--- src/rtl/store_buffer_pkg.sv ---
// Shared sizing constants and FSM encoding for the store buffer.
package store_buffer_pkg;

    localparam int CACHE_LINE_WIDTH = 256;
    localparam int ADDR_WIDTH       = 16;
    localparam int SB_ENTRIES       = 4;

    typedef enum logic [1:0] {
        SB_IDLE = 2'd0,
        SB_REQ  = 2'd1,
        SB_REL  = 2'd2
    } sb_state_e;

endpackage

--- src/rtl/store_buffer_match.sv ---
// Address comparator plus youngest-first priority select over a circular buffer.
// Used twice by store_buffer: once for push coalescing, once for refill lookup.
module sb_match
    import store_buffer_pkg::*;
#(
    parameter int  ADDR_W = ADDR_WIDTH,
    parameter int  N      = SB_ENTRIES,
    localparam int IDX_W  = $clog2(N)
) (
    input  logic [N-1:0]      valid,
    input  logic [ADDR_W-1:0] addr [N],
    input  logic [IDX_W-1:0]  head,
    input  logic [ADDR_W-1:0] key,
    output logic              hit,
    output logic [IDX_W-1:0]  idx
);

    logic [IDX_W-1:0] slot;

    // Walk from oldest (head) to youngest so the last match seen wins.
    always_comb begin
        // NOTE: every output gets a default before the loop, so no path leaves a value held (no latch).
        hit  = 1'b0;
        idx  = head;
        slot = head;
        for (int k = 0; k < N; k++) begin
            slot = head + IDX_W'(k);
            if (valid[slot] && (addr[slot] == key)) begin
                hit = 1'b1;
                idx = slot;
            end
        end
    end

endmodule

--- src/rtl/store_buffer.sv ---
// Write-back buffer: queues evicted dirty lines and drains them to memory one at a
// time over the petition/serviceReady handshake; answers refill lookups meanwhile.
module store_buffer
    import store_buffer_pkg::*;
#(
    parameter int cache_line_width = CACHE_LINE_WIDTH,
    parameter int addr_width       = ADDR_WIDTH,
    parameter int NUM_ENTRIES      = SB_ENTRIES
) (
    input  logic                        clk,
    input  logic                        reset,
    input  logic                        evict_valid,
    input  logic [addr_width-1:0]       evict_addr,
    input  logic [cache_line_width-1:0] evict_data,
    output logic                        evict_ready,
    input  logic [addr_width-1:0]       lookup_addr,
    output logic                        lookup_hit,
    output logic [cache_line_width-1:0] lookup_data,
    input  logic                        drain_req,
    output logic                        drained,
    output logic                        petitionSbArb,
    output logic [addr_width-1:0]       addrSbArb,
    output logic [cache_line_width-1:0] dataSbMem,
    output logic                        weSbArb,
    input  logic                        serviceReadySbArb
);

    localparam int             IDX_W    = $clog2(NUM_ENTRIES);
    localparam int             CNT_W    = IDX_W + 1;
    localparam logic [CNT_W-1:0] FULL_CNT = CNT_W'(NUM_ENTRIES);

    // Entry storage and FIFO bookkeeping.
    logic [NUM_ENTRIES-1:0]      valid_q, valid_d;
    logic [addr_width-1:0]       addr_q [NUM_ENTRIES];
    logic [cache_line_width-1:0] data_q [NUM_ENTRIES];
    logic [IDX_W-1:0]            head_q, head_d, tail_q, tail_d;
    logic [CNT_W-1:0]            count_q, count_d;

    // Drain FSM and its registered memory-side outputs.
    sb_state_e                   state_q, state_d;
    logic                        petition_q, petition_d;
    logic [addr_width-1:0]       out_addr_q, out_addr_d;
    logic [cache_line_width-1:0] out_data_q, out_data_d;

    logic                        co_hit, lk_hit;
    logic [IDX_W-1:0]            co_idx, lk_idx, wr_idx;
    logic [NUM_ENTRIES-1:0]      head_oh;
    logic                        push, push_new, pop;

    // Every entry always drains on its own, so drain_req carries no extra behaviour.
    logic unused_drain_req;
    assign unused_drain_req = drain_req;

    // The head is either in flight or about to be latched into the memory-side
    // registers, so it is never a coalesce target.
    assign head_oh = NUM_ENTRIES'(1) << head_q;

    sb_match #(.ADDR_W(addr_width), .N(NUM_ENTRIES)) u_coalesce (
        .valid (valid_q & ~head_oh),
        .addr  (addr_q),
        .head  (head_q),
        .key   (evict_addr),
        .hit   (co_hit),
        .idx   (co_idx)
    );

    sb_match #(.ADDR_W(addr_width), .N(NUM_ENTRIES)) u_lookup (
        .valid (valid_q),
        .addr  (addr_q),
        .head  (head_q),
        .key   (lookup_addr),
        .hit   (lk_hit),
        .idx   (lk_idx)
    );

    assign evict_ready   = (count_q < FULL_CNT) | co_hit;
    assign push          = evict_valid & evict_ready;
    assign push_new      = push & ~co_hit;
    assign pop           = (state_q == SB_REQ) & serviceReadySbArb;
    assign wr_idx        = co_hit ? co_idx : tail_q;

    assign lookup_hit    = lk_hit;
    assign lookup_data   = lk_hit ? data_q[lk_idx] : '0;
    assign drained       = (count_q == '0) & (state_q == SB_IDLE);
    assign petitionSbArb = petition_q;
    assign weSbArb       = petition_q;
    assign addrSbArb     = out_addr_q;
    assign dataSbMem     = out_data_q;

    // Pointer, count and valid-bit updates for push and pop in the same cycle.
    always_comb begin
        valid_d = valid_q;
        head_d  = head_q;
        tail_d  = tail_q;
        if (pop) begin
            valid_d[head_q] = 1'b0;
            head_d          = head_q + IDX_W'(1);
        end
        if (push_new) begin
            valid_d[tail_q] = 1'b1;
            tail_d          = tail_q + IDX_W'(1);
        end
        count_d = count_q + CNT_W'(push_new) - CNT_W'(pop);
    end

    // Drain FSM: latch the head on REQ entry, hold it until accepted, then one idle cycle.
    always_comb begin
        state_d    = state_q;
        petition_d = petition_q;
        out_addr_d = out_addr_q;
        out_data_d = out_data_q;
        case (state_q)
            SB_IDLE, SB_REL: begin
                petition_d = 1'b0;
                state_d    = SB_IDLE;
                if (count_q != '0) begin
                    state_d    = SB_REQ;
                    petition_d = 1'b1;
                    out_addr_d = addr_q[head_q];
                    out_data_d = data_q[head_q];
                end
            end
            SB_REQ: begin
                if (serviceReadySbArb) begin
                    state_d    = SB_REL;
                    petition_d = 1'b0;
                end
            end
            default: begin
                state_d    = SB_IDLE;
                petition_d = 1'b0;
            end
        endcase
    end

    // Control state and registered outputs.
    always_ff @(posedge clk or negedge reset) begin
        // NOTE: sequential state uses non-blocking assignments so every flop samples pre-edge values.
        if (!reset) begin
            valid_q    <= '0;
            head_q     <= '0;
            tail_q     <= '0;
            count_q    <= '0;
            state_q    <= SB_IDLE;
            petition_q <= 1'b0;
            out_addr_q <= '0;
            out_data_q <= '0;
        end else begin
            valid_q    <= valid_d;
            head_q     <= head_d;
            tail_q     <= tail_d;
            count_q    <= count_d;
            state_q    <= state_d;
            petition_q <= petition_d;
            out_addr_q <= out_addr_d;
            out_data_q <= out_data_d;
        end
    end

    // Line payload write port (new entry at tail or coalesce into an older entry).
    always_ff @(posedge clk) begin
        // NOTE: payload storage has no reset; valid bits alone decide whether an entry is visible.
        if (push) begin
            addr_q[wr_idx] <= evict_addr;
            data_q[wr_idx] <= evict_data;
        end
    end

endmodule
--- config.mk ---
export PLATFORM = sky130hd
export DESIGN_NAME = store_buffer
export DESIGN_NICKNAME = d
export VERILOG_FILES = /design/src/rtl/store_buffer_pkg.sv /design/src/rtl/store_buffer_match.sv /design/src/rtl/store_buffer.sv
export SDC_FILE = /design/constraint.sdc
export NUM_CORES = 2
export LEC_CHECK = 0
export BUFFER_PORTS_ARGS = -buffer_cell sky130_fd_sc_hd__buf_4
export CAP_MARGIN = 30
export CORE_MARGIN = 2
export CORE_UTILIZATION = 55
export DETAILED_ROUTE_END_ITERATION = 16
export HOLD_SLACK_MARGIN = 0.1
export PLACE_DENSITY = 0.77
export SYNTH_ARGS = -nofsm -noshare
export SYNTH_HDL_FRONTEND = slang
export SYNTH_SLANG_ARGS = --single-unit
--- constraint.sdc ---
create_clock -name clk -period 21.3 [get_ports clk]
set_clock_uncertainty 0.15 [all_clocks]
set_input_delay 5.325 -clock clk [delete_from_list [all_inputs] [get_ports clk]]
set_output_delay 5.325 -clock clk [all_outputs]
set_load 0.005 [all_outputs]
==> results.py <==
metrics = {
    "run_status": {
        "outcome": "finished, final reports clean",
    },
    "routing": {
        "drt-pass1-iter-count": 5,
        "ant_nets": 0,
        "drtIter0Drc": 3207,
        "num_vias": 37989,
        "wl_per_cell_um": 26.3,
        "routed_wl_mm": 166,
        "routed_via_density": 6.04,
        "drcViolationCount": 0,
    },
    "power": {
        "cellLeakagePower_nw": 28.4,
        "peakVddDrop_mv": 0.130,
        "power_density_nw_per_um2": 139,
    },
    "cells_and_area": {
        "fin_nets": 4956,
        "drive_gt1_frac": 0.301,
        "n_fill_cell": 7577,
        "areaGrowthSynthToFinish_pct": 20.0,
        "final_common_cell": "edfxtp_1",
        "fin_cells": 6286,
        "final_area_um2": 73100,
        "layout_common_cells": "edfxtp_1, buf_4, nand2_1, mux2i_1, mux4_2",
    },
    "synthesis": {
        "synth_edf_count": 1088,
        "syn-num-nets": 4204,
        "yosysSeqAreaShare": 0.654,
        "yosysUniqueCellTypes": 60,
        "synth_warnings": 0,
        "async_reset_ff_frac": 0.208,
        "synthCells": 3900,
        "syn_avg_cell_area_um2": 15.6,
        "yosys_most_used_dff": "edfxtp_1",
        "synth_area_um2": 60900,
        "synth-seq-cells": 1374,
    },
    "timing": {
        "layout_min_cycle_time_ps": 15210,
        "tightest_slew_ps": 1240,
        "fin_setup_tns_ps": 0,
        "drv_slew": 0,
        "rsz0062_at_grt": "false",
        "post-route-period-util": 0.714,
        "fmax_mhz": 65.8,
        "setup_viol": 0,
        "slew_headroom": 0.170,
        "setup_slack_ps": 6090,
        "hold_viol_final": 0,
    },
    "job": {
        "cap_violations": 0,
    },
    "worst_setup_path": {
        "regToRegStartpoint": "head_q[0]",
        "cp.arrival_ps": 9730,
        "crit_path_end_kind": "primary output",
        "worstPathRequired_ps": 15830,
        "critPathKind": "in -> out",
        "reg2reg_setup_slack_ps": 12680,
        "start_kind": "input port",
        "r2r_cells": 15,
        "reg2reg_to": "data_q[1][64]",
        "cp_max_fo": 126,
        "setup.worst_path.start": "lookup_addr[7]",
        "crit_path_end": "lookup_data[29]",
    },
    "die": {
        "dieArea_um2": 113000,
        "ios": 826,
        "die_h_um": 337,
        "row_count": 122,
        "initial_utilization": 0.553,
        "coreArea_um2": 110000,
        "die_x_um": 337,
    },
    "global_routing": {
        "grt_pass1_wl_mm": 242,
        "overflow": 0,
        "busiest_layer": "met2",
        "antenna_found_initial": 32,
        "gr-usage-all-layers": 0.287,
        "use_met1": 0.340,
        "globalRouteMet2Util": 0.468,
        "grt_pass1_vias": 38769,
        "grt.met3_usage": 0.0805,
        "grt_max_degree": 165,
    },
    "clock_tree": {
        "ctsLongestPathBuffers": 3,
        "post_cts_buffers": 0,
        "clock-root-buffer": "clkbuf_16",
        "numCtsBuffers": 142,
        "post_cts_resized": 0,
        "postCtsHoldBufs": 0,
        "cts_num_sinks": 1374,
        "clk_latency_ps": 730,
        "htreeDepth": 4,
        "cts_tree": "done",
        "clkSlewWorstSetupHoldPaths_ps": 60,
    },
    "placed_design": {
        "io_buffers": 824,
        "pre_cts_slack_ps": 6140,
        "place.gp.congestion": 0.899,
        "place.detailed.instances": 5991,
        "postPlaceCellArea_um2": 68200,
        "dp_hpwl_mm": 102,
    },
    "worst_hold_path": {
        "hp-class": "reg -> reg",
        "hold_start": "dataSbMem[206]",
    },
}
-- worst max-delay path, stage by stage --
cell	delay, ps
buf_4	170
nor2b_1	60
o32ai_1	340
a32oi_1	200
nor4_1	350
nand4_1	240
nor4bb_1	370
or4_4	240
buf_12	500
buf_12	680
mux2i_1	180
o22ai_1	380
buf_4	210
-- layer usage --
metal  vias to the layer above  share of wire
li1                      16475              -
met1                     19355           0.35
met2                      1731           0.50
met3                       412          0.089
met4                        16          0.059
met5                         -        0.00062
-- flip-flops by register name, indices dropped and copies added (netlist names) --
signal / cells
addrSbArb: 16
addr_q: 64
count_q: 3
dataSbMem: 256
data_q: 1024
head_q: 2
petitionSbArb: 1
state_q: 2
tail_q: 2
valid_q: 4
-- synth_stat cells (8+ instances only) --
cell type  count  area share
edfxtp_1    1088        0.54
nand2_1      829       0.051
mux2i_1      542       0.089
mux4_2       319        0.12
dfrtp_1      286        0.12
o22ai_1      259       0.027
clkbuf_1     164       0.010
xnor2_1      104       0.015
buf_6         57       0.011
buf_1         32      0.0020
nand4_1       23      0.0024
nor2_1        22      0.0014
xor2_1        22      0.0032
inv_1         18      0.0011
nand3_1       14      0.0012
buf_2         13      0.0011
ha_1          10      0.0021
o21ai_0        8     0.00066
-- power by group --
| group | leakage (nW) | switching, mW | internal, mW |
|---|---|---|---|
| registers | 13.4 | 0.326 | 3.55 |
| clock network | 2.34 | 1.03 | 1.46 |
| logic | 12.7 | 2.08 | 1.72 |
| total | 28.4 | 3.44 | 6.73 |
-- how the worst min path moves through the flow --
| stage | end | slack (ps) | depth (start not counted) |
|---|---|---|---|
| floorplan | dataSbMem[0] | 320 | 2 |
| global placement | dataSbMem[202] | 310 | 2 |
| detailed placement | dataSbMem[51] | 310 | 2 |
| CTS | dataSbMem[187] | 330 | 2 |
| global route | dataSbMem[105] | 340 | 2 |
| finish | dataSbMem[206] | 320 | 2 |
-- per-stage QoR --
stage                util  hold slack, ps  total power, mW
floorplan               -             320             6.59
global placement    0.618             309             7.61
detailed placement  0.618             313             7.70
CTS                 0.662             327             10.2
global route        0.663             343             10.7
finish              0.663             322             10.2
-- logic make-up after synthesis --
family | synth area share
adders and majority gates | 0.00238
AOI/OAI and AO/OA | 0.0325
buffers and inverters | 0.0258
xor gates and xnor gates | 0.0181
muxes | 0.207
and+or+nand+nor | 0.0604
DFF | 0.654
-- layout make-up --
type | count | area (um2) | share of cell area
flip-flops and latches | 1374 | 39800 | 0.545
multi-input cells | 2234 | 19600 | 0.268
repair buffers | 881 | 6920 | 0.0947
clock buffers | 191 | 4000 | 0.0547
well taps | 1488 | 1860 | 0.0255
clock inverters | 74 | 776 | 0.0106
inverters | 19 | 71.3 | 0.000975
diodes | 25 | 62.6 | 0.000856
No activity file was read; power rests on OpenSTA's default activity.
